### src/rtl/alu_sched.sv
// alu_sched: round-robin arbiter and op sequencer for a shared 4-bit ALU.
// Ports:
//   clk, rst                  clock, sync active-high reset
//   req_valid_i/req_ready_o   per-port request handshake (bit i = port i)
//   req_{a,b,sl}{0,1}_i       per-port operands and op select
//   alu_{a,b,sl}_o, alu_en_o  registered ALU drive, enable while executing
//   alu_out_i                 ALU result
//   rsp_*                     response channel (data, id, trap flag)
//   busy_o                    controller not idle
module alu_sched #(
    parameter int unsigned MUL_LAT = 2,
    parameter int unsigned DIV_LAT = 3
) (
    input  logic       clk,
    input  logic       rst,
    input  logic [1:0] req_valid_i,
    output logic [1:0] req_ready_o,
    input  logic [3:0] req_a0_i,
    input  logic [3:0] req_b0_i,
    input  logic [2:0] req_sl0_i,
    input  logic [3:0] req_a1_i,
    input  logic [3:0] req_b1_i,
    input  logic [2:0] req_sl1_i,
    output logic [3:0] alu_a_o,
    output logic [3:0] alu_b_o,
    output logic [2:0] alu_sl_o,
    output logic       alu_en_o,
    input  logic [7:0] alu_out_i,
    output logic       rsp_valid_o,
    input  logic       rsp_ready_i,
    output logic [7:0] rsp_data_o,
    output logic       rsp_id_o,
    output logic       rsp_err_o,
    output logic       busy_o
);
    typedef enum logic [1:0] {IDLE, EXEC, RESP} state_t;
    state_t     state_q, state_d;
    logic       last_q, last_d, id_q, id_d;
    logic [3:0] cnt_q, cnt_d, a_q, a_d, b_q, b_d;
    logic [2:0] sl_q, sl_d;
    logic [7:0] data_q, data_d;
    logic       rid_q, rid_d, err_q, err_d;
    logic       win, trap;
    logic [3:0] win_a, win_b, lat;
    logic [2:0] win_sl;
    // both valid: favour the port not granted last
    assign win    = &req_valid_i ? ~last_q : req_valid_i[1];
    assign win_a  = win ? req_a1_i : req_a0_i;
    assign win_b  = win ? req_b1_i : req_b0_i;
    assign win_sl = win ? req_sl1_i : req_sl0_i;
    assign trap   = win_sl == 3'd3 && win_b == 4'd0;
    assign lat    = sl_q == 3'd2 ? 4'(MUL_LAT) : sl_q == 3'd3 ? 4'(DIV_LAT) : 4'd1;
    assign alu_a_o     = a_q;
    assign alu_b_o     = b_q;
    assign alu_sl_o    = sl_q;
    assign alu_en_o    = state_q == EXEC;
    assign rsp_valid_o = state_q == RESP;
    assign rsp_data_o  = data_q;
    assign rsp_id_o    = rid_q;
    assign rsp_err_o   = err_q;
    assign busy_o      = state_q != IDLE;
    always_comb begin
        state_d     = state_q;
        last_d      = last_q;
        id_d        = id_q;
        cnt_d       = cnt_q;
        a_d         = a_q;
        b_d         = b_q;
        sl_d        = sl_q;
        data_d      = data_q;
        rid_d       = rid_q;
        err_d       = err_q;
        req_ready_o = 2'b00;
        case (state_q)
            IDLE: if (|req_valid_i && !rst) begin
                req_ready_o = win ? 2'b10 : 2'b01;
                last_d      = win;
                id_d        = win;
                if (trap) begin
                    // divide-by-zero never reaches the ALU; alu_* keep old values
                    data_d  = 8'hFF;
                    err_d   = 1'b1;
                    rid_d   = win;
                    state_d = RESP;
                end else begin
                    a_d     = win_a;
                    b_d     = win_b;
                    sl_d    = win_sl;
                    cnt_d   = 4'd0;
                    state_d = EXEC;
                end
            end
            EXEC: begin
                cnt_d = cnt_q + 4'd1;
                if (cnt_q == lat - 4'd1) begin
                    data_d  = alu_out_i;
                    err_d   = 1'b0;
                    rid_d   = id_q;
                    state_d = RESP;
                end
            end
            RESP: state_d = rsp_ready_i ? IDLE : RESP;
            default: state_d = IDLE;
        endcase
    end
    always_ff @(posedge clk) begin
        if (rst) begin
            state_q <= IDLE;
            last_q  <= 1'b1;
            id_q    <= 1'b0;
            cnt_q   <= '0;
            a_q     <= '0;
            b_q     <= '0;
            sl_q    <= '0;
            data_q  <= '0;
            rid_q   <= 1'b0;
            err_q   <= 1'b0;
        end else begin
            state_q <= state_d;
            last_q  <= last_d;
            id_q    <= id_d;
            cnt_q   <= cnt_d;
            a_q     <= a_d;
            b_q     <= b_d;
            sl_q    <= sl_d;
            data_q  <= data_d;
            rid_q   <= rid_d;
            err_q   <= err_d;
        end
    end
endmodule

### config.mk
export PLATFORM = sky130hd
export DESIGN_NAME = alu_sched
export DESIGN_NICKNAME = d
export VERILOG_FILES = /design/src/rtl/alu_sched.sv
export SDC_FILE = /design/constraint.sdc
export NUM_CORES = 1
export LEC_CHECK = 0
export CORE_MARGIN = 2
export CORE_UTILIZATION = 47
export CTS_BUF_LIST = sky130_fd_sc_hd__clkbuf_2 sky130_fd_sc_hd__clkbuf_4 sky130_fd_sc_hd__clkbuf_8
export DETAILED_ROUTE_END_ITERATION = 10
export PLACE_DENSITY_LB_ADDON = 0.2
export SETUP_SLACK_MARGIN = 0.2
export SYNTH_ARGS = -nofsm -noshare
export SYNTH_HDL_FRONTEND = slang
export SYNTH_SLANG_ARGS = --single-unit
### constraint.sdc
create_clock -name clk -period 3.8 [get_ports clk]
set_input_delay 0.38 -clock clk [delete_from_list [all_inputs] [get_ports clk]]
set_output_delay 0.38 -clock clk [all_outputs]
set_load 0.01 [all_outputs]
# After elaboration in Yosys (flattened, before gate mapping)

Index checks and enable logic that the tools add are counted.
W data, S select, Z words.

Bits in writable memories: 0
Word-level logic and storage cells: 67
Memories: 0
Flip-flop bits (word level): 29
Latch bits: 0
Bits of input ports: 35
ROM bits: 0

Mux-type cells: 29
Eq/ne operators: 10
Multipliers: 0
Reduce and logical (&&, ||, !) cells: 14
Magnitude comparators: 0
Bitwise gates (word level): 2
Add/sub/neg operators: 2
Shifts and indexed selects: 0
Divide/modulo/power cells: 0

Operator list:

| kind                  | number |
|---|---|
| $mux W8               | 3 |
| $mux W2               | 9 |
| $mux W4               | 4 |
| $pmux W8 S2           | 1 |
| $eq A3 B2 Y1 const B  | 3 |
| $pmux W4 S2           | 1 |
| $mux W1               | 7 |
| $ne A2 B2 Y1 const B  | 3 |
| $pmux W2 S3           | 1 |
| $reduce_and A2 Y1     | 3 |
| $reduce_and A3 Y1     | 2 |
| $add A4 B1 Y4 const B | 1 |
| $eq A4 B4 Y1          | 1 |
| $logic_not A4 Y1      | 1 |
| $pmux W1 S2           | 2 |
| $reduce_and A4 Y1     | 1 |
| $reduce_bool A2 Y1    | 2 |
| $mux W3               | 1 |
| $sub A2 B1 Y3 const B | 1 |
| $eq A2 B1 Y1 const B  | 1 |
| $eq A2 B2 Y1 const B  | 1 |
| $logic_and A1 B1 Y1   | 2 |
| $logic_not A2 Y1      | 1 |
| $ne A2 B1 Y1 const B  | 1 |
| 3 further kinds       | 4 |

# Longest topological paths before layout

Gate-level depths: netlist of run 1.

Word-level depth: 8
Mapped depth: 7
Gate-level depth less buffers: 5

# Worst setup path before layout of run 1

Ideal clock, no wire load.

Path type: register to register
Start point: register cnt_q[1]
End point: register rid_q, in the netlist rsp_id_o
Stages on the path, launching flop included: 7
Library setup time: 121 ps
Period minus slack after synthesis: 1,842 ps
Arrival: 1,721 ps
Setup slack: 1,958 ps
Data required time: 3,679 ps
Cells stage by stage: dfxtp_1 mux2_2 mux2_2 nand3_2 o21a_1 buf_4 mux2_2

Cells in the longest elaborated chain, start to end: 3

Ends and longest elaborated chain:

| item                               | RTL line | text |
|---|---|---|
| from (decl)                        | 39       | `logic [3:0] cnt_q, cnt_d, a_q, a_d, b_q, b_d;` |
| from (signal assigned)             | 122      | `cnt_q <= cnt_d;` |
| $eq A4 B4 Y1                       | 95       | `if (cnt_q == lat - 4'd1) begin` |
| $ne A2 B1 Y1 (no source line)      | -        |  |
| $reduce_and A4 Y1 (no source line) | -        |  |
| to (signal assigned)               | 127      | `rid_q <= rid_d;` |
| to (decl)                          | 42       | `logic rid_q, rid_d, err_q, err_d;` |

No other way between the ends.
A chain may end at the register's enable or synchronous reset.

# Final worst setup path of run 1

Start point: input port req_valid_i[0]
End point: output port req_ready_o[1]

Cells in the longest elaborated chain, start to end: 5
Elaborated cells between the ends (all ways): 7
Those cells by class: 4 x mux; 3 x reduce/logical

Ends and longest elaborated chain:

| item              | RTL line | text |
|---|---|---|
| from (decl)       | 16       | `input logic [1:0] req_valid_i,` |
| $reduce_and A2 Y1 | 47       | `assign win = &req_valid_i ? ~last_q : req_valid_i[1];` |
| $mux W1           | 47       |  |
| $mux W2           | 76       | `req_ready_o = win ? 2'b10 : 2'b01;` |
| $mux W2 (*)       | 75       | `IDLE: if (\|req_valid_i && !rst) begin` |
| $mux W2 (*)       | 74       | `case (state_q)` |
| to (decl)         | 17       | `output logic [1:0] req_ready_o,` |

Every way passes the cells marked *; elsewhere a longest branch is shown, timed or not.

==> results of run 1 <==
==> cell type report <==
| class | instances | area, sq um |
|---|---|---|
| Clock buffer | 6 | 45.0 |
| Clock inverter | 2 | 10.0 |
| Fill cell | 229 | 753 |
| Inverter | 9 | 33.8 |
| Multi-Input combinational cell | 116 | 752 |
| Sequential cell | 29 | 581 |
| Tap cell | 31 | 38.8 |
| Timing Repair Buffer | 62 | 616 |
==> worst min-delay path, stage by stage, from the launching register on <==
cell      delay (ns)
dfxtp_1         0.32
inv_1           0.05
a211oi_1        0.05
==> layer usage <==
metal  up-vias  GRT usage [%]  routed length (um)
met2        42           41.1                1900
li1        694              -                   -
met5         -              0                   0
met3         6           6.11                 213
met1       659           28.9                1520
met4         0           9.74                  46
==> state kept, by name (all words and copies together), names as in the netlist <==
register    count
rsp_err_o       1
id_q            1
alu_b_o         4
last_q          1
cnt_q           4
alu_sl_o        3
rsp_id_o        1
alu_a_o         4
state_q         2
rsp_data_o      8
==> cell families after synthesis <==
kind of cell | after synthesis
AOI/OAI and AO/OA | 39
adders and majority gates | 1
buffers and inverters | 19
DFF | 29
muxes | 4
and+or+nand+nor | 72
==> power by group through the flow <==
| stage | combinational, mW | clock (mW) | sequential (mW) |
|---|---|---|---|
| 2_1_floorplan | 0.133 | 0 | 0.381 |
| 3_3_place_gp | 0.258 | 0 | 0.370 |
| 3_5_place_dp | 0.266 | 0 | 0.372 |
| 4_1_cts | 0.267 | 0.190 | 0.366 |
| 5_1_grt | 0.290 | 0.204 | 0.370 |
| 6_report | 0.264 | 0.184 | 0.366 |
==> cell usage in the layout, fill, tap and decap left out, drive strengths merged, types with 3 or more instances in the layout <==
cell	synthesis	routed
o21ai	4	4
clkbuf	5	6
dfxtp	29	29
inv	9	9
a21oi	5	5
nor3	3	3
nand3	4	4
nor2	29	29
clkdlybuf4s50	0	60
a311oi	12	12
mux2	4	4
a211oi	9	9
nand2	23	23
nor2b	3	3
==> stage by stage <==
stage          instance area (sq um)  hold slack [ns]  instances  setup WS [ns]
2_1_floorplan                   1430            0.452        164           1.96
3_3_place_gp                    2020            0.439        247           1.19
3_5_place_dp                    2020            0.453        247           1.18
4_1_cts                         2080            0.471        255           1.16
5_1_grt                         2080            0.481        255           1.06
6_report                        2080            0.465        255           1.18
==> worst paths after layout <==
| check | startpoint | end |
|---|---|---|
| min | rsp_data_o[0]$_SDFFE_PP0P_ | rsp_data_o[0]$_SDFFE_PP0P_ |
| max reg2reg | state_q[0]$_SDFFE_PP0P_ | rsp_id_o$_SDFFE_PP0P_ |
| min reg2reg | rsp_data_o[0]$_SDFFE_PP0P_ | rsp_data_o[0]$_SDFFE_PP0P_ |
| max | req_valid_i[0] | req_ready_o[1] |
==> metrics.md, run 1 <==
| Metric | Value |
|---|---|
| Status | `complete, no violations` |
| Routed WL per cell | `14.4 um` |
| Tcrit/Tclk final | `69.0%` |
| Most used cell, CP | `clkdlybuf4s50_1` |
| Synth top area cells | `dfxtp_1, a311oi_2, nor2_1, nand2_1, a211oi_1` |
| Share of the synthesized area in the top cell type | `40.7%` |
| Flops & latches, synth | `29` |
| Yosys top cell by area | `dfxtp_1` |
| Clock power share | `22.6%` |
| Tmin final | `2.62 ns` |
| Post-synthesis simple-gate area fraction | `23.6%` |
| Largest family of logic cells by synthesized area | `compound AO/OA/AOI/OAI gates` |
| Worst Path Required | `3.42 ns` |
| Io pins | `61` |
| Initial antenna violation count | `0` |
| Post-route DRC | `0` |
| Peak VDD IR | `0.000250 V` |
| Total Routed Length | `3680 um` |
| Rows | `19` |
| EDFF count, synth | `0` |
| First-pass GRT wire length | `6380 um` |
| R2r setup slk | `1.57 ns` |
| CTS Hold Bufs | `0` |
| Combinational Power Share | `32.5%` |
| # clock sinks | `29` |
| Largest stage delay, worst path | `0.58 ns` |
| Clock root cell | `clkbuf_4` |
| Post-synthesis sequential area ratio | `40.7%` |
| Compound-gate portion of the synthesized area | `25.1%` |
| Worst hold path class | `reg2reg` |
| Ys Warns | `0` |
| Final setup viols | `0` |
| Die Wd | `59.1 um` |
| Nets | `259` |
| Clock Latency Late Sink | `0.33 ns` |
| Depth of the most critical reg-to-reg path | `4` |
| # H-tree levels | `2` |
| Diode count | `0` |
| Share of cells above drive strength 1 | `12.9%` |
| P_int | `0.560 mW` |
| Final core utilization | `73.4%` |
| Portion of netlist area occupied by mux cells | `3.16%` |
| Slew Viols, Final | `0` |
| Die height | `59.1 um` |
| PortBufs | `60` |
| WP depth | `5` |
| Crit path launch type | `input port` |
| Syn_area_per_cell | `8.70 sq um` |
| Vias in the first global route | `1435` |
| CTS Buf Count | `5` |
| Worst path slowest cell | `clkdlybuf4s50_1` |
| Placed wire-length estimate | `2730 um` |
| Sequential share of power | `44.9%` |
| Worst Skew | `0.0119 ns` |
| Crit path kind | `in2out` |
| MaxCap Viol Count | `0` |
| Postcts setup bufs | `0` |
| Xor and xnor area share after synthesis | `0%` |
| Synth top cells by count | `dfxtp_1, nor2_1, nand2_1` |
| Number of cells on the worst hold path | `2` |
| CP Capture Type | `primary output` |
| Design Power | `0.814 mW` |
| WP buf/inv | `2` |
| Grt ovf | `0` |
| PD cells | `392 nW/um^2` |
| Starting Density | `50.5%` |
| Synth Instances | `164` |
| Max Root-Sink Buffers | `2` |
| 1st-pass router iterations | `6` |
| Sw power | `0.254 mW` |
| Static leakage power | `0.788 nW` |
| Mapped Nets | `200` |
| RSZ-0062 raised after global routing | `no` |
| Sw frac | `31.2%` |
| Vias | `1401` |
| Crit-path max FO | `8` |
| Largest net degree at the start of global routing | `27` |
| Slew headroom | `51.0%` |
| CP delay by family, top | `buffers and inverters` |
| Post-DRT Antenna Nets | `0` |
| Least-Margin Pin Slew | `0.734 ns` |
| Clock-pin slew on the worst setup and hold paths | `0.09 ns` |
| Final Hold Vio Count | `0` |
| Main synth FF type | `dfxtp_1` |
| Adder-Cell Fraction of Synth Area | `0.876%` |
| Core area | `2830 sq um` |
| Setup_tns | `0 ns` |
| Ys async rst share | `0%` |
| CTS tree | `built` |
| Total Routing Usage GR | `24.1%` |
| Final GP Congestion | `0.771` |
| DRT iter0 DRCs | `48` |
| Cell Area, Synth | `1430 sq um` |
| Area grow syn2layout | `45.4%` |
| Fmax | `0.381 GHz` |
| Die ar. | `3490 sq um` |
| Worst Path Arrival | `2.24 ns` |
| Post-synth cell types | `34` |
| Post-cts resize count | `0` |
| Crit-path cells | `clkdlybuf4s50_1, o21bai_1, or3_1, nor2_1, clkdlybuf4s50_1` |
| DR vias/cell | `5.49` |
Note: power is estimated with default switching activity, not from simulation.
==> run 2: changes to the inputs <==
- CORE_UTILIZATION: 47 -> 39
- clock period: 3.8 -> 2.4 ns (I/O delays scaled with it)
==> run 2 against run 1 <==
Critical endpoint is now rsp_id_o$_SDFFE_PP0P_. Final area grew 3.3%. Utilization shrank 11 points. Sequential power grew 58%. Combinational power grew 69%. Clock skew shrank 0.0044 ns.
==> metrics.md, run 2 (synthesis results as in run 1) <==
| Metric | Value |
|---|---|
| WHS Endpoint | `rsp_data_o[4]$_SDFFE_PP0P_` |
| Sw power | `0.414 mW (+63%)` |
| MaxCap Viol Count | `0 (unchanged)` |
| Status | `complete, no violations` |
| CTS tree | `built` |
| Tmin final | `2.03 ns` |
| Peak VDD IR | `0.000292 V (+17%)` |
| Sw frac | `31.4% (+0.28 points)` |
| Filler cell count | `301 (+31%)` |
| Io pins | `61 (unchanged)` |
| # clock sinks | `29 (unchanged)` |
| WHS | `0.462 ns (-0.00321 ns)` |
| Register area | `581 sq um (unchanged)` |
| RSZ-0062 raised after global routing | `no` |
| Non-filler cells, final | `274 (+7.5%)` |
| Worst hold path class | `reg2reg` |
| Setup_tns | `0 ns (unchanged)` |
| Vias | `1444 (+3.1%)` |
| Placed wire-length estimate | `2970 um (+8.7%)` |
| Final setup viols | `0 (unchanged)` |
| Post-Place Setup Slack | `0.0484 ns (-1.13 ns)` |
| Worst Hold Launch | `rsp_data_o[4]$_SDFFE_PP0P_` |
| Worst Skew | `0.00749 ns (-0.00443 ns)` |
| Post-DRT Antenna Nets | `0 (unchanged)` |
| Die height | `64.5 um (+9.1%)` |
| First-pass GRT wire length | `6700 um (+5.0%)` |
| Final GP Congestion | `0.853 (+11%)` |
| Total Routing Usage GR | `20.5% (-3.6 points)` |
| DRT iter0 DRCs | `34 (-29%)` |
| Routed WL per cell | `14.4 um (+0.23%)` |
| Post-route DRC | `0 (unchanged)` |
| Largest net degree at the start of global routing | `27 (unchanged)` |
| PD cells | `615 nW/um^2 (+57%)` |
| Multi-input combinational cell area | `761 sq um (+1.2%)` |
| Design Power | `1.32 mW (+62%)` |
| Least-Margin Pin Slew | `0.577 ns (-0.157 ns)` |
| Combinational Power Share | `33.9% (+1.4 points)` |
| Critical Path Source | `cnt_q[1]$_SDFFE_PP0P_` |
| DR vias/cell | `5.27 (-4.1%)` |
| Clock Latency Late Sink | `0.33 ns (about the same)` |
| Slew headroom | `61.4% (+10 points)` |
| Tcrit/Tclk final | `84.8%` |
| Crit path kind | `reg2reg` |
| Clock root cell | `clkbuf_4` |
| Sequential share of power | `44.0% (-0.9 points)` |
| Fin worst setup slack | `0.365 ns (-0.813 ns)` |
| 1st-pass router iterations | `4 (-2)` |
| Fmax | `0.491 GHz` |
| # H-tree levels | `2 (unchanged)` |
| Crit-path max FO | `10 (+2)` |
| Starting Density | `41.8% (-8.7 points)` |
| Initial antenna violation count | `0 (unchanged)` |
| R2r setup slk | `0.37 ns (-1.20 ns)` |
| Final Hold Vio Count | `0 (unchanged)` |
| Max Root-Sink Buffers | `2 (unchanged)` |
| Slew Viols, Final | `0 (unchanged)` |
| Nets | `263 (+1.5%)` |
| Depth of the most critical reg-to-reg path | `5 (+1)` |
| Crit path launch type | `register` |
| Worst Path Required | `2.63 ns (-0.79 ns)` |
| Diode count | `0 (unchanged)` |
| Reg2reg start | `cnt_q[1]$_SDFFE_PP0P_` |
| Core area | `3420 sq um (+21%)` |
| Grt ovf | `0 (unchanged)` |
| CTS Buf Count | `5 (unchanged)` |
| Vias in the first global route | `1467 (+2.2%)` |
| CTS Hold Bufs | `0 (unchanged)` |
| CP Capture Type | `register` |
| Static leakage power | `0.820 nW (+4.1%)` |
| Number of cells on the worst hold path | `2 (unchanged)` |
| Most common cell after layout, fill and taps aside | `clkdlybuf4s50_1` |
| Most frequent cells in the layout | `clkdlybuf4s50_1, dfxtp_1, nor2_1, nand2_1` |
| Clock power share | `22.1% (-0.5 points)` |
| PortBufs | `60 (unchanged)` |
| Die ar. | `4160 sq um (+19%)` |
| Die Wd | `64.5 um (+9.1%)` |
| R2r endpoint | `rsp_id_o$_SDFFE_PP0P_` |
| Total Routed Length | `3960 um (+7.7%)` |
| Number of flip-flops in the largest register | `8 (unchanged)` |
| Worst Path Arrival | `2.26 ns (+0.02 ns)` |
| Area grow syn2layout | `50.1%` |
| DP Cell Count | `266 (+7.7%)` |
| Share of cells above drive strength 1 | `15.8% (+2.8 points)` |
| Rows | `21 (+2)` |
| P_int | `0.903 mW (+61%)` |
| Clock-pin slew on the worst setup and hold paths | `0.10 ns (about the same)` |
-- run 2: cell count changes in the layout (fill, tap and decap cells not counted), sizes merged --
| cell | change |
|---|---|
| dlygate4sd2 | +2 |
| clkdlybuf4s50 | -2 |
| buf | +4 |
-- run 2: how the worst max path moves through the flow --
stage                                 end  slack (ns)  cells past startpoint
floorplan           rsp_id_o$_SDFFE_PP0P_        0.56                      6
global placement           req_ready_o[1]        0.15                      5
detailed placement         req_ready_o[1]        0.05                      5
CTS                 rsp_id_o$_SDFFE_PP0P_        0.28                      5
global route                     alu_en_o        0.24                      3
finish              rsp_id_o$_SDFFE_PP0P_        0.37                      5
-- run 2: power groups by stage --
stage	Sequential, mW	Clock (mW)	Combinational, mW
after floorplan	0.603	0	0.210
after global placement	0.586	0	0.428
after detailed placement	0.591	0	0.444
after CTS	0.579	0.303	0.449
after global routing	0.589	0.324	0.483
final	0.579	0.292	0.447
-- run 2: area by class of cell --
class                           instances  area share (%)
Clock buffer                            6            2.10
Multi-Input combinational cell        116            35.5
Tap cell                               46            2.69
Sequential cell                        29            27.1
Inverter                                9            1.58
Clock inverter                          2           0.467
Timing Repair Buffer                   66            30.6
-- run 2: layer usage --
metal | global-route usage (%) | routed length (um) | part of all wire, % | up-vias
li1 | - | - | - | 706
met1 | 23.5 | 1580 | 40 | 686
met2 | 35.7 | 2100 | 53 | 46
met3 | 6.60 | 221 | 5.6 | 6
met4 | 7.45 | 54 | 1.4 | 0
met5 | 0 | 0 | 0 | -
-- run 2: what timing repair did --
item	4_1_cts	5_1_grt
resized for setup	4	1
endpoints found under the setup margin	2	1
setup buffers	0	0
-- run 2: through the flow --
stage,cell area [sq um],utilization (%)
floorplan,1430,-
global placement,2080,61.0
detailed placement,2080,61.0
CTS,2140,62.7
global route,2140,62.7
finish,2140,62.7
-- run 2: critical path, stage by stage (launching register included) --
cell and delay (ns):
dfxtp_1 0.44, mux2_2 0.36, mux2_2 0.28, nand3_2 0.21, o21a_2 0.30, mux2_2 0.35
==> edit: new RTL, settings of run 2 <==
Encoding of `state_t`: now one-hot (3 bits for 3 states).
--- a/src/rtl/alu_sched.sv
+++ b/src/rtl/alu_sched.sv
@@ -34,5 +34,5 @@
     output logic       busy_o
 );
-    typedef enum logic [1:0] {IDLE, EXEC, RESP} state_t;
+    typedef enum logic [2:0] {IDLE = 3'b001, EXEC = 3'b010, RESP = 3'b100} state_t;
     state_t     state_q, state_d;
     logic       last_q, last_d, id_q, id_d;
Function: no difference found for any inputs over 10 cycles, from zero or initial values and one cycle with rst high; not proved beyond that.
==> edit against run 2 <==
- routed wire length down 2.1%
- final area rose by 1.3%
- critical endpoint is now alu_a_o[1]
- hold slack improved by 22 ps
- sequential cell count up 1
- worst setup slack worse by 17 ps
- area after synthesis is 0.44% lower
- global-route usage fell by 0.13 points
- power down 12%
==> edit: results (changes against run 2) <==
Outcome: finished, final reports clean (unchanged). The cell depth of the worst flop-to-flop path came to 7 (was 5). The worst stage delay on the critical path came out at 540 ps (was 440 ps). The family with the most delay on the worst path is simple AND/OR/NAND/NOR gates (was multiplexers). The met3 track demand over resource came out at 0.07923 (was 0.06597). The routed wire length is 3.874 mm (was 3.958 mm). The global-route met2 utilization is 0.3477 (was 0.3568). The setup slack at placement came out at 98.94 ps (was 48.45 ps). The mean instance size in the synthesized netlist came out at 8.828 µm² (was 8.705 µm²). The multi-input logic cell count came out at 118 (was 116).

The post-synthesis sequential area ratio is 0.4225 (was 0.4067). The detailed router's first-iteration violation count came out at 76 (was 34). The non-clock inverter count in the final layout came out at 4 (was 9). The layout overhead on the synthesized area came out at 52.82% (was 50.13%). The vias per cell is 5.285 (was 5.270).

The number of global-route vias before repair is 1423 (was 1467). The maximum ir drop on the vdd rail came to 0.2548 mV (was 0.2924 mV). The maximum number of pins on one net before global-route repair came out at 25 (was 27). The critical register-to-register path endpoint is alu_a_o[1] (was rsp_id_o). The number of clock buffers in the layout was 7 (was 6).

The met1 routing resource usage after global routing is 0.2380 (was 0.2355). The fraction of area in non-clock buffers is 0.3088 (was 0.3059). The share of final layout cell area taken by clock buffers and inverters is 0.02938 (was 0.02569).

The xor/xnor share of the synthesized area is 0.01849 (was 0). The cell-internal power came to 0.8433 mW (was 0.9033 mW). The met2 wirelength from detailed routing came to 1.853 mm (was 2.097 mm). The distinct cell type count of the synthesized netlist was 35 (was 34). The reported leakage power came out at 0.8305 nW (was 0.8200 nW). The routability congestion estimate from global placement is 0.7833 (was 0.8526). The maximum clock skew at final layout is 10.43 ps (was 7.489 ps).

The endpoint of the worst hold path is alu_a_o[2] (was rsp_data_o[4]). The critical path arrival is 2280 ps (was 2260 ps). The start point of the worst min-delay path is req_a1_i[2] (was rsp_data_o[4]). The area after detailed placement came out at 0.002101 mm² (was 0.002082 mm²). The worst hold path stage count is 3 (was 2).

The total power divided by cell area came to 536.2 mW/mm² (was 614.7 mW/mm²). The area of the multi-input gates was 764.5 µm² (was 760.7 µm²). The number of storage elements in the synthesis netlist is 30 (was 29). The multiplexer share of the synthesized area is 0.007923 (was 0.03155). The compound-cell area share of the yosys netlist is 0.2500 (was 0.2507). The net count after synthesis came out at 197 (was 200). The normalized max-slew margin is 0.6279 (was 0.6142). The startpoint of the worst-slack reg-to-reg timing path is state_q[2] (was cnt_q[1]).

The total global routing track utilization is 0.2041 (was 0.2054). The path class of the lowest-slack min-delay path is input port to flip-flop (was flip-flop to flip-flop). The wire length of the first global-routing pass came out at 6.541 mm (was 6.699 mm).

The layout buffer count excluding clock buffers is 68 (was 66). The met3 layer wire length in the routed design is 330 µm (was 221 µm). The area taken by flip-flops and latches is 600.6 µm² (was 580.6 µm²). The sequential fraction of total cell area is 0.2765 (was 0.2709).
edit: cell count changes in the layout (fill, tap and decap cells not counted), moves of 2 or more:
cell / before / now
sky130_fd_sc_hd__a311oi_2: 9 / 7
sky130_fd_sc_hd__a211oi_1: 9 / 2
sky130_fd_sc_hd__nand2_1: 23 / 27
sky130_fd_sc_hd__xor2_1: 0 / 2
sky130_fd_sc_hd__buf_4: 5 / 7
sky130_fd_sc_hd__mux2_2: 4 / 1
sky130_fd_sc_hd__nor3_1: 2 / 6
sky130_fd_sc_hd__o21bai_1: 2 / 0
sky130_fd_sc_hd__o211a_1: 2 / 0
sky130_fd_sc_hd__inv_1: 9 / 4
sky130_fd_sc_hd__a21oi_1: 5 / 9
sky130_fd_sc_hd__o221a_2: 1 / 8
sky130_fd_sc_hd__nor2_1: 28 / 20
edit: timing repair:
| item | in CTS | in global routing |
|---|---|---|
| setup endpoints to repair | 2 | 0 |
| hold endpoints to repair | 0 | 0 |
| setup buffers | 1 | 0 |
| resized for setup | 3 | 0 |
